===== src/rtl/micro_udp_engine_eth_rx.sv =====
// Ethernet RX de-framer: filters on destination MAC, dispatches ARP/IPv4 by ethertype,
// strips the 14-byte header and re-aligns the payload to byte 0 of beat 0.
module micro_udp_engine_eth_rx #(
  parameter logic [47:0] CONFIG_MAC_ADDR = 48'h0
) (
  input  logic         clk,
  input  logic         reset,
  input  logic [255:0] l4_rx_data,
  input  logic [4:0]   l4_rx_empty,
  input  logic         l4_rx_startofpacket,
  input  logic         l4_rx_endofpacket,
  input  logic         l4_rx_valid,
  output logic         l4_rx_ready,
  output logic [255:0] arp_rx_data,
  output logic [4:0]   arp_rx_empty,
  output logic         arp_rx_startofpacket,
  output logic         arp_rx_endofpacket,
  output logic         arp_rx_valid,
  input  logic         arp_rx_ready,
  output logic [255:0] ipv4_rx_data,
  output logic [4:0]   ipv4_rx_empty,
  output logic         ipv4_rx_startofpacket,
  output logic         ipv4_rx_endofpacket,
  output logic         ipv4_rx_valid,
  input  logic         ipv4_rx_ready,
  output logic [47:0]  rx_src_mac,
  output logic [31:0]  stat_arp_frames,
  output logic [31:0]  stat_ipv4_frames,
  output logic [31:0]  stat_dropped_frames
);

  localparam logic [15:0] ETH_ARP   = 16'h0806;
  localparam logic [15:0] ETH_IPV4  = 16'h0800;
  localparam logic [47:0] MAC_BCAST = 48'hFFFF_FFFF_FFFF;
  localparam logic [4:0]  HDR_SPILL = 5'd18;

  typedef enum logic [1:0] {S_IDLE, S_DROP, S_FWD, S_TAIL} state_t;

  state_t        state_q, state_d;
  logic          sel_arp_q, sel_arp_d;
  logic          first_out_q, first_out_d;
  logic [143:0]  prev_data_q, prev_data_d;
  logic [4:0]    prev_empty_q, prev_empty_d;
  logic [47:0]   src_mac_q, src_mac_d;
  logic [31:0]   arp_cnt_q, arp_cnt_d;
  logic [31:0]   ipv4_cnt_q, ipv4_cnt_d;
  logic [31:0]   drop_cnt_q, drop_cnt_d;

  logic          rdy_c;
  logic          sel_ready;
  logic          out_valid;
  logic [255:0]  out_data;
  logic [4:0]    out_empty;
  logic          out_sop;
  logic          out_eop;
  logic [47:0]   hdr_dest;
  logic [15:0]   hdr_type;
  logic          dest_ok;
  logic          fits_one;

  assign hdr_dest  = l4_rx_data[255:208];
  assign hdr_type  = l4_rx_data[159:144];
  assign dest_ok   = (hdr_dest == CONFIG_MAC_ADDR) || (hdr_dest == MAC_BCAST);
  // Last beat with at most 14 valid bytes folds entirely into the current output beat.
  assign fits_one  = (l4_rx_empty >= HDR_SPILL);
  assign sel_ready = sel_arp_q ? arp_rx_ready : ipv4_rx_ready;

  always_ff @(posedge clk) begin
    if (reset) begin
      state_q      <= S_IDLE;
      sel_arp_q    <= 1'b0;
      first_out_q  <= 1'b0;
      prev_data_q  <= '0;
      prev_empty_q <= '0;
      src_mac_q    <= '0;
      arp_cnt_q    <= '0;
      ipv4_cnt_q   <= '0;
      drop_cnt_q   <= '0;
    end else begin
      state_q      <= state_d;
      sel_arp_q    <= sel_arp_d;
      first_out_q  <= first_out_d;
      prev_data_q  <= prev_data_d;
      prev_empty_q <= prev_empty_d;
      src_mac_q    <= src_mac_d;
      arp_cnt_q    <= arp_cnt_d;
      ipv4_cnt_q   <= ipv4_cnt_d;
      drop_cnt_q   <= drop_cnt_d;
    end
  end

  always_comb begin
    state_d      = state_q;
    sel_arp_d    = sel_arp_q;
    first_out_d  = first_out_q;
    prev_data_d  = prev_data_q;
    prev_empty_d = prev_empty_q;
    src_mac_d    = src_mac_q;
    arp_cnt_d    = arp_cnt_q;
    ipv4_cnt_d   = ipv4_cnt_q;
    drop_cnt_d   = drop_cnt_q;
    rdy_c        = 1'b0;
    out_valid    = 1'b0;
    out_data     = '0;
    out_empty    = '0;
    out_sop      = 1'b0;
    out_eop      = 1'b0;

    case (state_q)
      S_IDLE: begin
        rdy_c = 1'b1;
        if (l4_rx_valid && l4_rx_startofpacket) begin
          src_mac_d    = l4_rx_data[207:160];
          prev_data_d  = l4_rx_data[143:0];
          prev_empty_d = l4_rx_empty;
          if (l4_rx_endofpacket) begin
            drop_cnt_d = drop_cnt_q + 32'd1;
          end else if (!dest_ok) begin
            drop_cnt_d = drop_cnt_q + 32'd1;
            state_d    = S_DROP;
          end else if (hdr_type == ETH_ARP) begin
            sel_arp_d   = 1'b1;
            arp_cnt_d   = arp_cnt_q + 32'd1;
            first_out_d = 1'b1;
            state_d     = S_FWD;
          end else if (hdr_type == ETH_IPV4) begin
            sel_arp_d   = 1'b0;
            ipv4_cnt_d  = ipv4_cnt_q + 32'd1;
            first_out_d = 1'b1;
            state_d     = S_FWD;
          end else begin
            drop_cnt_d = drop_cnt_q + 32'd1;
            state_d    = S_DROP;
          end
        end
      end

      S_DROP: begin
        rdy_c = 1'b1;
        if (l4_rx_valid && l4_rx_endofpacket) state_d = S_IDLE;
      end

      S_FWD: begin
        rdy_c     = sel_ready;
        out_valid = l4_rx_valid;
        out_data  = {prev_data_q, l4_rx_data[255:144]};
        out_sop   = first_out_q;
        if (l4_rx_endofpacket && fits_one) begin
          out_eop   = 1'b1;
          out_empty = l4_rx_empty - HDR_SPILL;
        end
        if (l4_rx_valid && sel_ready) begin
          prev_data_d  = l4_rx_data[143:0];
          prev_empty_d = l4_rx_empty;
          first_out_d  = 1'b0;
          if (l4_rx_endofpacket) state_d = fits_one ? S_IDLE : S_TAIL;
        end
      end

      S_TAIL: begin
        out_valid = 1'b1;
        out_data  = {prev_data_q, 112'd0};
        out_eop   = 1'b1;
        out_empty = prev_empty_q + 5'd14;
        if (sel_ready) state_d = S_IDLE;
      end

      default: state_d = S_IDLE;
    endcase
  end

  assign l4_rx_ready           = rdy_c && !reset;

  assign arp_rx_data           = out_data;
  assign arp_rx_empty          = out_empty;
  assign arp_rx_startofpacket  = out_sop;
  assign arp_rx_endofpacket    = out_eop;
  assign arp_rx_valid          = out_valid && sel_arp_q;

  assign ipv4_rx_data          = out_data;
  assign ipv4_rx_empty         = out_empty;
  assign ipv4_rx_startofpacket = out_sop;
  assign ipv4_rx_endofpacket   = out_eop;
  assign ipv4_rx_valid         = out_valid && !sel_arp_q;

  assign rx_src_mac            = src_mac_q;
  assign stat_arp_frames       = arp_cnt_q;
  assign stat_ipv4_frames      = ipv4_cnt_q;
  assign stat_dropped_frames   = drop_cnt_q;

endmodule


===== config.mk =====
export PLATFORM = sky130hd
export DESIGN_NAME = micro_udp_engine_eth_rx
export DESIGN_NICKNAME = d
export VERILOG_FILES = /design/src/rtl/micro_udp_engine_eth_rx.sv
export SDC_FILE = /design/constraint.sdc
export NUM_CORES = 1
export LEC_CHECK = 0
export CORE_AREA = 2 2 370 372
export CTS_CLUSTER_DIAMETER = 40
export DETAILED_ROUTE_END_ITERATION = 7
export DIE_AREA = 0 0 372 374
export MAX_ROUTING_LAYER = met4
export PLACE_DENSITY = 0.37
export SETUP_SLACK_MARGIN = 0.1
export SYNTH_ARGS = -nofsm -noshare
export SYNTH_HDL_FRONTEND = slang
export SYNTH_SLANG_ARGS = --single-unit

===== constraint.sdc =====
create_clock -name clk -period 2.86 [get_ports clk]
set_input_delay 0.429 -clock clk [delete_from_list [all_inputs] [get_ports clk]]
set_output_delay 0.429 -clock clk [all_outputs]
set_load 0.01 [all_outputs]

# After elaboration in Yosys (flattened, before gate mapping)
# Index checks and enable logic that the tools add are counted.
[op_classes]
n_addsub = 5
n_lt_le_gt_ge = 1
eq_ne = 16
mux = 39
bitwise = 2
reduce_logical = 23
[op_table]
columns = ["op", "n"]
rows = [
  ["one-hot mux 256 bit (2 select lines)", 1],
  ["two-way mux 144 bit", 2],
  ["one-hot mux 144 bit (2 select lines)", 1],
  ["two-way mux 32 bit", 4],
  ["adder 32 x 1 -> 32 bit (second input constant)", 3],
  ["equality test 48 bit (second input constant)", 1],
  ["zero test 48 bit", 1],
  ["equality test 16 x 12 -> 1 bit (second input constant)", 2],
  ["two-way mux 2 bit", 10],
  ["one-hot mux 5 bit (2 select lines)", 2],
  ["AND reduction 6 bit", 3],
  ["two-way mux 5 bit", 3],
  ["!= test 2 bit (second input constant)", 7],
  ["two-way mux 1 bit", 11],
  ["AND reduction 5 bit", 2],
  ["!= test 3 bit (second input constant)", 3],
  ["one-hot mux 1 bit (2 select lines)", 4],
  ["one-hot mux 2 bit (4 select lines)", 1],
  ["logical AND 1 bit", 7],
  ["adder 5 x 4 -> 5 bit (second input constant)", 1],
  ["greater-or-equal comparator 5 bit (second input constant)", 1],
  ["subtractor 5 bit (second input constant)", 1],
  ["equality test 2 bit (second input constant)", 2],
  ["AND reduction 4 bit", 1],
  ["9 further kinds", 12],
]
[word_totals]
register_bits = 297
inputBits = 268
out_inout_bits = 673

# Depth between registers and ports, before layout
# Gate-level depths: netlist of run 1.
[logic_depth]
word_depth = 7
ltp_mapped = 10
mapped_depth_nobuf = 8

# Worst setup path before layout of run 1
# No wires, ideal clock.
[synth_timing]
path_kind = "input to register"
start = "input port l4_rx_data[154]"
end = "register ipv4_cnt_q[19] (netlist: stat_ipv4_frames[19])"
arrival_ps = 2560
slack_ps = 179
stages = 7
n_path_buf = 1
cell_sequence = "nor4_1 nand4_2 nor4_2 o21ai_1 clkbuf_1 nor4_1 mux2_2"
[synth_via]
elab_chain_len = 3
[synth_lines]
columns = ["item", "line", "text"]
rows = [
  ["from (decl)", "8", "input logic [255:0] l4_rx_data,"],
  ["equality test 16 x 12 -> 1 bit", "121", "end else if (hdr_type == ETH_ARP) begin"],
  ["NOT 1 bit (no source line)", "--", ""],
  ["AND reduction 6 bit (no source line) *", "--", ""],
  ["to (signal assigned)", "87", "ipv4_cnt_q <= ipv4_cnt_d;"],
  ["to (decl)", "46", "logic [31:0] ipv4_cnt_q, ipv4_cnt_d;"],
]
# Mark *: on every way between the ends. The rest lies on a longest branch, timed or not.
# A chain may end at the register's enable or synchronous reset.

# Worst setup path after layout of run 1
[layout_timing]
start = "input port l4_rx_data[215]"
end = "register arp_cnt_q[19] (netlist: stat_arp_frames[19])"
[layout_via]
elab_chain_len = 3
[layout_lines]
columns = ["item", "line", "text"]
rows = [
  ["equality test 48 bit / zero test 48 bit (equally long branches)", "63", "assign dest_ok = (hdr_dest == CONFIG_MAC_ADDR) || (hdr_dest == MAC_BCAST);"],
  ["logical OR 1 bit *", "63", ""],
  ["AND reduction 5 bit (no source line) *", "--", ""],
  ["to (signal assigned)", "86", "arp_cnt_q <= arp_cnt_d;"],
  ["to (decl)", "45", "logic [31:0] arp_cnt_q, arp_cnt_d;"],
]
# Marks and branches as above.

==> impl_metrics.json, run 1 <==
{
  "route.detailed.wl_per_inst_um": 20.5,
  "site_row_count": 135,
  "cp_slowest_stage_delay_ns": 0.58,
  "whs_endpoint": "prev_data_q[37]",
  "synth-seq-area-share_pct": 37.0,
  "register_bit_total_from_synthesis": 297,
  "num_vias": 17584,
  "fmax_ghz": 0.368,
  "swShare_pct": 25.4,
  "fp.coreArea_mm2": 0.135,
  "worst_setup_hold_path_clk_slew_ns": 0.04,
  "clock_path_buffers": 3,
  "yosysTopAreaCell": "dfxtp_1",
  "timing.max_slew.rel_slack_pct": 47.7,
  "criticalPathCategory": "primary input to register",
  "timing.hold.worst.class": "primary input to register",
  "detail_route.iter0.violations": 738,
  "internal_power_mw": 12.1,
  "fin_total_pwr_mw": 16.2,
  "ff2ff_setup_slack_ns": 0.28,
  "wl_um": 97800,
  "worstMarginPinSlew_ns": 0.785,
  "endpoint_of_the_worst_register_to_register_path": "stat_dropped_frames[27]",
  "port_buf_inserts": 940,
  "clock_power_share_pct": 60.1,
  "htreeDepth": 3,
  "synth.net_count": 2384,
  "worstPathMaxFanout": 5,
  "comb_power_share_pct": 12.6,
  "clock_insertion_delay_worst_skew_ns": 0.64,
  "final_hold_viol_count": 0,
  "total_switching_power_mw": 4.10,
  "depth_of_the_most_critical_reg_to_reg_path": 6,
  "crit_slowest_cell": "or4_4",
  "count_of_pins_over_their_slew_limit": 0,
  "drt.antenna.violating_nets": 0,
  "power_frac_seq_pct": 27.3,
  "period_minus_slack_ns": 2.72,
  "cts-root-buf": "clkbuf_16",
  "numPlacedInstances": 4587,
  "detailed_place_hpwl_um": 74800,
  "crit_chain": "clkdlybuf4s50_1 -> nand4_1 -> or4_4 -> or4_4 -> a2111o_1 -> buf_6 -> or3_1 -> a21oi_1",
  "critPathTopFamily": "simple AND/OR/NAND/NOR gates",
  "yosys-top-cells-area": "dfxtp_1 (37%), buf_4 (12%), and2_1 (10%)",
  "gp_congestion": 0.843,
  "ir_worst_vdd_uv": 363,
  "final_nets": 3195,
  "synth.top_cell.area_share_pct": 37.0,
  "crit_buf_inv": 2,
  "die_area_mm2": 0.139,
  "ys.flop_type": "dfxtp_1",
  "post-synth-top-count-cell": "nand2_1",
  "gr-total-overflow": 0,
  "grt_max_degree": 129,
  "number_of_cts_inserted_buffers": 81,
  "io-pin-count": 941,
  "ratio_of_final_minimum_period_to_clock_period_pct": 95.1,
  "async_flop_share_pct": 0,
  "grt_pass1_vias": 17546,
  "finalSetupTns_ns": 0,
  "clock_sink_count": 297,
  "setup.worst_path.start_class": "primary input",
  "yosys-top-cells-count": "nand2_1 (433), dfxtp_1 (297), buf_4 (267)",
  "setup_viol": 0,
  "run_status": "complete, no violations",
  "critical_path_required_ns": 3.41,
  "cts_hold_buffers": 0,
  "num-fill-cells": 14931,
  "hold_depth": 2,
  "cts_tree": "yes",
  "synthesis.yosys.warnings": 0,
  "viasPerCell": 3.68,
  "floorplan.initialDensity_pct": 11.9,
  "worst_hold_startpoint": "reset",
  "power.static_leakage_nw": 12.3,
  "critical_path.most_common_cell": "or4_4",
  "drv_cap": 0,
  "layout.cells.non_filler": 4774,
  "startpoint_of_the_worst_slack_reg_to_reg_timing_path": "stat_dropped_frames[8]",
  "synth-edff-count": 0,
  "die_x_um": 372,
  "drc": 0,
  "post_synthesis_instance_total": 2111,
  "rsz_0062_raised_after_global_routing": "yes",
  "netlist-cell-type-count": 59,
  "grtUsageTotal_pct": 13.5,
  "grt_first_pass_wirelength_um": 131000,
  "synth.cell_area_mm2": 0.0160,
  "grt_antenna_before_repair": 24,
  "number_of_iterations_in_the_first_detailed_routing_pass": 4,
  "worstSetupEndpointType": "register",
  "avgSynthCellArea_um2": 7.60,
  "share_of_post_route_cells_with_drive_strength_above_1_pct": 16.1,
  "clock_skew_ns": 0.0229,
  "area_growth_pct": 89.4,
  "die_h_um": 374,
  "power-per-cell-area_mw_per_mm2": 531,
  "critical_path_arrival_ns": 3.27
}
==> power groups by stage <==
stage,combinational (mW),clock [mW],sequential [mW]
finish,2.03,9.71,4.41
global route,2.20,10.2,4.43
CTS,2.04,10.0,4.41
detailed placement,2.02,0,4.49
global placement,2.02,0,4.48
floorplan,0.789,0,4.48
==> worst register-to-register path, delay by kind of cell, from the launching register on <==
kind                   cells  cell delay, ns
and+or+nand+nor            4            1.82
AOI/OAI and AO/OA          1            0.14
buffers and inverters      1            0.10
DFF                        1            0.45
==> sequential cells by signal (all words and copies together) (netlist names) <==
signal and cells:
first_out_q 1, stat_arp_frames 32, prev_data_q 144, sel_arp_q 1
state_q 2, stat_ipv4_frames 32, stat_dropped_frames 32, prev_empty_q 5
rx_src_mac 48
==> cells in the final DEF (no fill, tap or decap), types with 5 or more instances in the layout <==
cell               n
buf_4            134
nor2_1            58
clkbuf_16         89
xor2_1             5
nor4_1             5
and2_4            34
o21ai_0           23
nand3b_1           5
nor2b_1           29
clkbuf_1          10
ha_1               5
nand2_1          432
and4_1             6
clkdlybuf4s50_1  628
dlygate4sd2_1    262
buf_12            30
nand3_1           34
clkinv_2          15
inv_1             23
and3_1            11
buf_16             6
a21oi_1          258
and2_1           204
or4_1             39
clkbuf_8          14
or3_1             20
mux2_2            26
bufinv_16         13
and2_2            25
nand4_1           36
dlymetal6s2s_1    31
o31ai_1           37
diode_2            6
nor4_2             9
dfxtp_1          294
or4_4              6
nor4_4            10
nor3_1            22
clkdlybuf4s15_2    7
buf_6             11
==> cell type report <==
| cell class | count | area (um^2) | area share [%] |
|---|---|---|---|
| Antenna cell | 6 | 15.0 | 0.0494 |
| Clock inverter | 43 | 652 | 2.14 |
| Timing Repair Buffer | 1125 | 11300 | 37.0 |
| Sequential cell | 297 | 5950 | 19.6 |
| Tap cell | 1781 | 2230 | 7.33 |
| Inverter | 23 | 86.3 | 0.284 |
| Multi-Input combinational cell | 1394 | 7950 | 26.2 |
| Clock buffer | 105 | 2260 | 7.42 |
==> logic make-up after synthesis <==
logic type | synth area share, %
adders and majority gates | 0.390
buffers and inverters | 16.2
DFF | 37.0
muxes | 2.09
and+or+nand+nor | 31.8
AOI/OAI and AO/OA | 12.0
xor gates and xnor gates | 0.437
==> how the worst max path moves through the flow <==
stage | startpoint | endpoint | slack [ns] | cells past startpoint
floorplan | l4_rx_data[154] | stat_ipv4_frames[19] | 0.18 | 7
global placement | l4_rx_data[212] | stat_arp_frames[19] | -0.94 | 10
detailed placement | l4_rx_data[247] | stat_ipv4_frames[15] | -0.96 | 10
CTS | state_q[1] | arp_rx_data[118] | -0.08 | 5
global route | state_q[1] | ipv4_rx_data[142] | 0.08 | 4
finish | l4_rx_data[215] | stat_arp_frames[19] | 0.14 | 8
==> per-stage QoR <==
step	instance area [um^2]	util [%]	setup WS (ns)	hold slack [ns]
2_1_floorplan	16000	-	0.179	0.427
3_3_place_gp	26700	19.8	-0.940	0.434
3_5_place_dp	26700	19.8	-0.956	0.439
4_1_cts	29800	22.1	-0.0751	0.0196
5_1_grt	30400	22.5	0.0752	0.0612
6_report	30400	22.5	0.139	0.0993
==> metal layers <==
metal  vias up  global-route usage, %  part of all wire [%]
met5         -                      -                     0
met4         0                   4.47                   3.4
met3       190                   2.94                   4.8
met2       639                   24.3                    52
met1      8292                   14.5                    40
li1       8463                      -                     -
==> timing repair <==
item	CTS	global route
cloned	4	9
pin swaps	17	19
setup endpoints to repair	497	333
resized for setup	408	82
buffers inserted	11	9
Note: power is estimated with default switching activity, not from simulation.
==> run 2: changes to the inputs <==
Settings changed: CTS_CLUSTER_DIAMETER 40 to 150, SETUP_SLACK_MARGIN 0.1 to default.
==> impl_metrics.json, run 2 (synthesized netlist as in run 1, its figures left out) <==
{
  "run_status": "complete, no violations",
  "site_row_count": 135,
  "num_vias": 17265,
  "cts-root-buf": "clkbuf_16",
  "drc": 0,
  "total_switching_power_mw": 3.34,
  "ratio_of_final_minimum_period_to_clock_period_pct": 98.8,
  "htreeDepth": 2,
  "io-pin-count": 941,
  "whs_ns": 0.122,
  "clock_power_share_pct": 46.8,
  "share_of_post_route_cells_with_drive_strength_above_1_pct": 14.5,
  "critical_path_arrival_ns": 3.33,
  "route.detailed.wl_per_inst_um": 20.4,
  "clock_skew_ns": 0.0342,
  "final_hold_viol_count": 0,
  "grt_pass1_vias": 17189,
  "final_design_area_no_fill_mm2": 0.0291,
  "worstMarginPinSlew_ns": 0.790,
  "worstPathMaxFanout": 5,
  "drv_cap": 0,
  "floorplan.initialDensity_pct": 11.9,
  "gp_congestion": 0.843,
  "grt_first_pass_wirelength_um": 129000,
  "count_of_pins_over_their_slew_limit": 0,
  "multiInputGateArea_mm2": 0.00804,
  "die_area_mm2": 0.139,
  "detailed_place_hpwl_um": 74800,
  "fmax_ghz": 0.354,
  "power-per-cell-area_mw_per_mm2": 415,
  "rsz_0062_raised_after_global_routing": "yes",
  "worstSetupEndpointType": "register",
  "timing.hold.worst.class": "primary input to register",
  "detailed_place.area_mm2": 0.0267,
  "port_buf_inserts": 940,
  "grt_antenna_before_repair": 25,
  "power.static_leakage_nw": 11.1,
  "clock_insertion_delay_worst_skew_ns": 0.61,
  "die_h_um": 374,
  "wl_um": 96000,
  "internal_power_mw": 8.76,
  "area_growth_pct": 81.6,
  "most_common_library_cell_in_the_layout_ignoring_fill_and_taps": "clkdlybuf4s50_1",
  "setup_viol": 0,
  "grt_max_degree": 129,
  "power_frac_seq_pct": 36.3,
  "period_minus_slack_ns": 2.83,
  "viasPerCell": 3.67,
  "swShare_pct": 27.6,
  "most-common-layout-cells": "clkdlybuf4s50_1 (814), nand2_1 (432), dfxtp_1 (295)",
  "setup.worst_path.start_class": "primary input",
  "final_nets": 3149,
  "detail_route.iter0.violations": 679,
  "fin_total_pwr_mw": 12.1,
  "sequential_cell_area_mm2": 0.00595,
  "timing.max_slew.rel_slack_pct": 47.4,
  "number_of_flip_flops_under_the_largest_register_name": 144,
  "number_of_cts_inserted_buffers": 43,
  "comb_power_share_pct": 16.9,
  "num-fill-cells": 14949,
  "clock_sink_count": 297,
  "worst_setup_hold_path_clk_slew_ns": 0.06,
  "cts_tree": "yes",
  "drt.antenna.violating_nets": 0,
  "critical_path_required_ns": 3.37,
  "clock_path_buffers": 3,
  "die_x_um": 372,
  "criticalPathCategory": "primary input to register",
  "ir_worst_vdd_uv": 328,
  "gr-total-overflow": 0,
  "grtUsageTotal_pct": 13.3,
  "cts_hold_buffers": 0,
  "largest_register": "prev_data_q",
  "fp.coreArea_mm2": 0.135,
  "number_of_iterations_in_the_first_detailed_routing_pass": 4
}
## run 2: what timing repair did
action                                  4_1_cts  5_1_grt
resized for setup                           185      151
setup buffers                                 8        9
cloned                                        4        5
pin swaps                                    11       29
endpoints found under the setup margin      389      130
## run 2: final timing paths
check                         start                      end  slack [ns]  cells after the start
max reg2reg  stat_dropped_frames[8]  stat_dropped_frames[27]        0.25                      6
min reg2reg         prev_data_q[88]          prev_data_q[88]        0.45                      2
min                           reset          prev_data_q[31]        0.12                      2
max                 l4_rx_data[239]      stat_arp_frames[17]        0.03                      8
## run 2: layout make-up
cell class	instances	share of cell area, %
Sequential cell	297	20.4
Multi-Input combinational cell	1394	27.6
Inverter	23	0.296
Timing Repair Buffer	1117	39.0
Clock inverter	15	0.708
Tap cell	1781	7.65
Clock buffer	62	4.31
Antenna cell	10	0.0859
## run 2: stage by stage
stage               utilization (%)  worst slack, ns  setup TNS, ns  instances
detailed placement             19.8           -0.956         -83.12       4587
floorplan                         -            0.179              0       2111
finish                         21.6           0.0348              0       4699
global placement               19.8           -0.940         -80.84       4587
CTS                            21.1           -0.101         -0.377       4676
global route                   21.6          -0.0244         -0.157       4696
## run 2: critical path, stage by stage
cell,delay (ns)
clkdlybuf4s50_1,0.56
nand4_1,0.15
or4_4,0.53
or4_4,0.58
a2111o_1,0.49
buf_6,0.17
or3_1,0.30
a21oi_1,0.14
## run 2: routing by layer
metal	wire length, um	track usage (%)
met1	38300	14.5
met2	50100	24.0
met3	4340	2.43
met4	3250	4.80
met5	0	-
## run 2: power by group through the flow
stage	combinational (mW)	sequential (mW)	clock, mW
floorplan	0.789	4.48	0
finish	2.05	4.39	5.66
CTS	2.07	4.39	5.97
global placement	2.02	4.48	0
global route	2.21	4.41	6.10
detailed placement	2.02	4.49	0
==> run 3: changes to the inputs <==
Settings changed: GPL_ROUTABILITY_DRIVEN from default to 0.
==> results of run 3 <==
Final layout, timing and power as in run 2 (identical DEF).
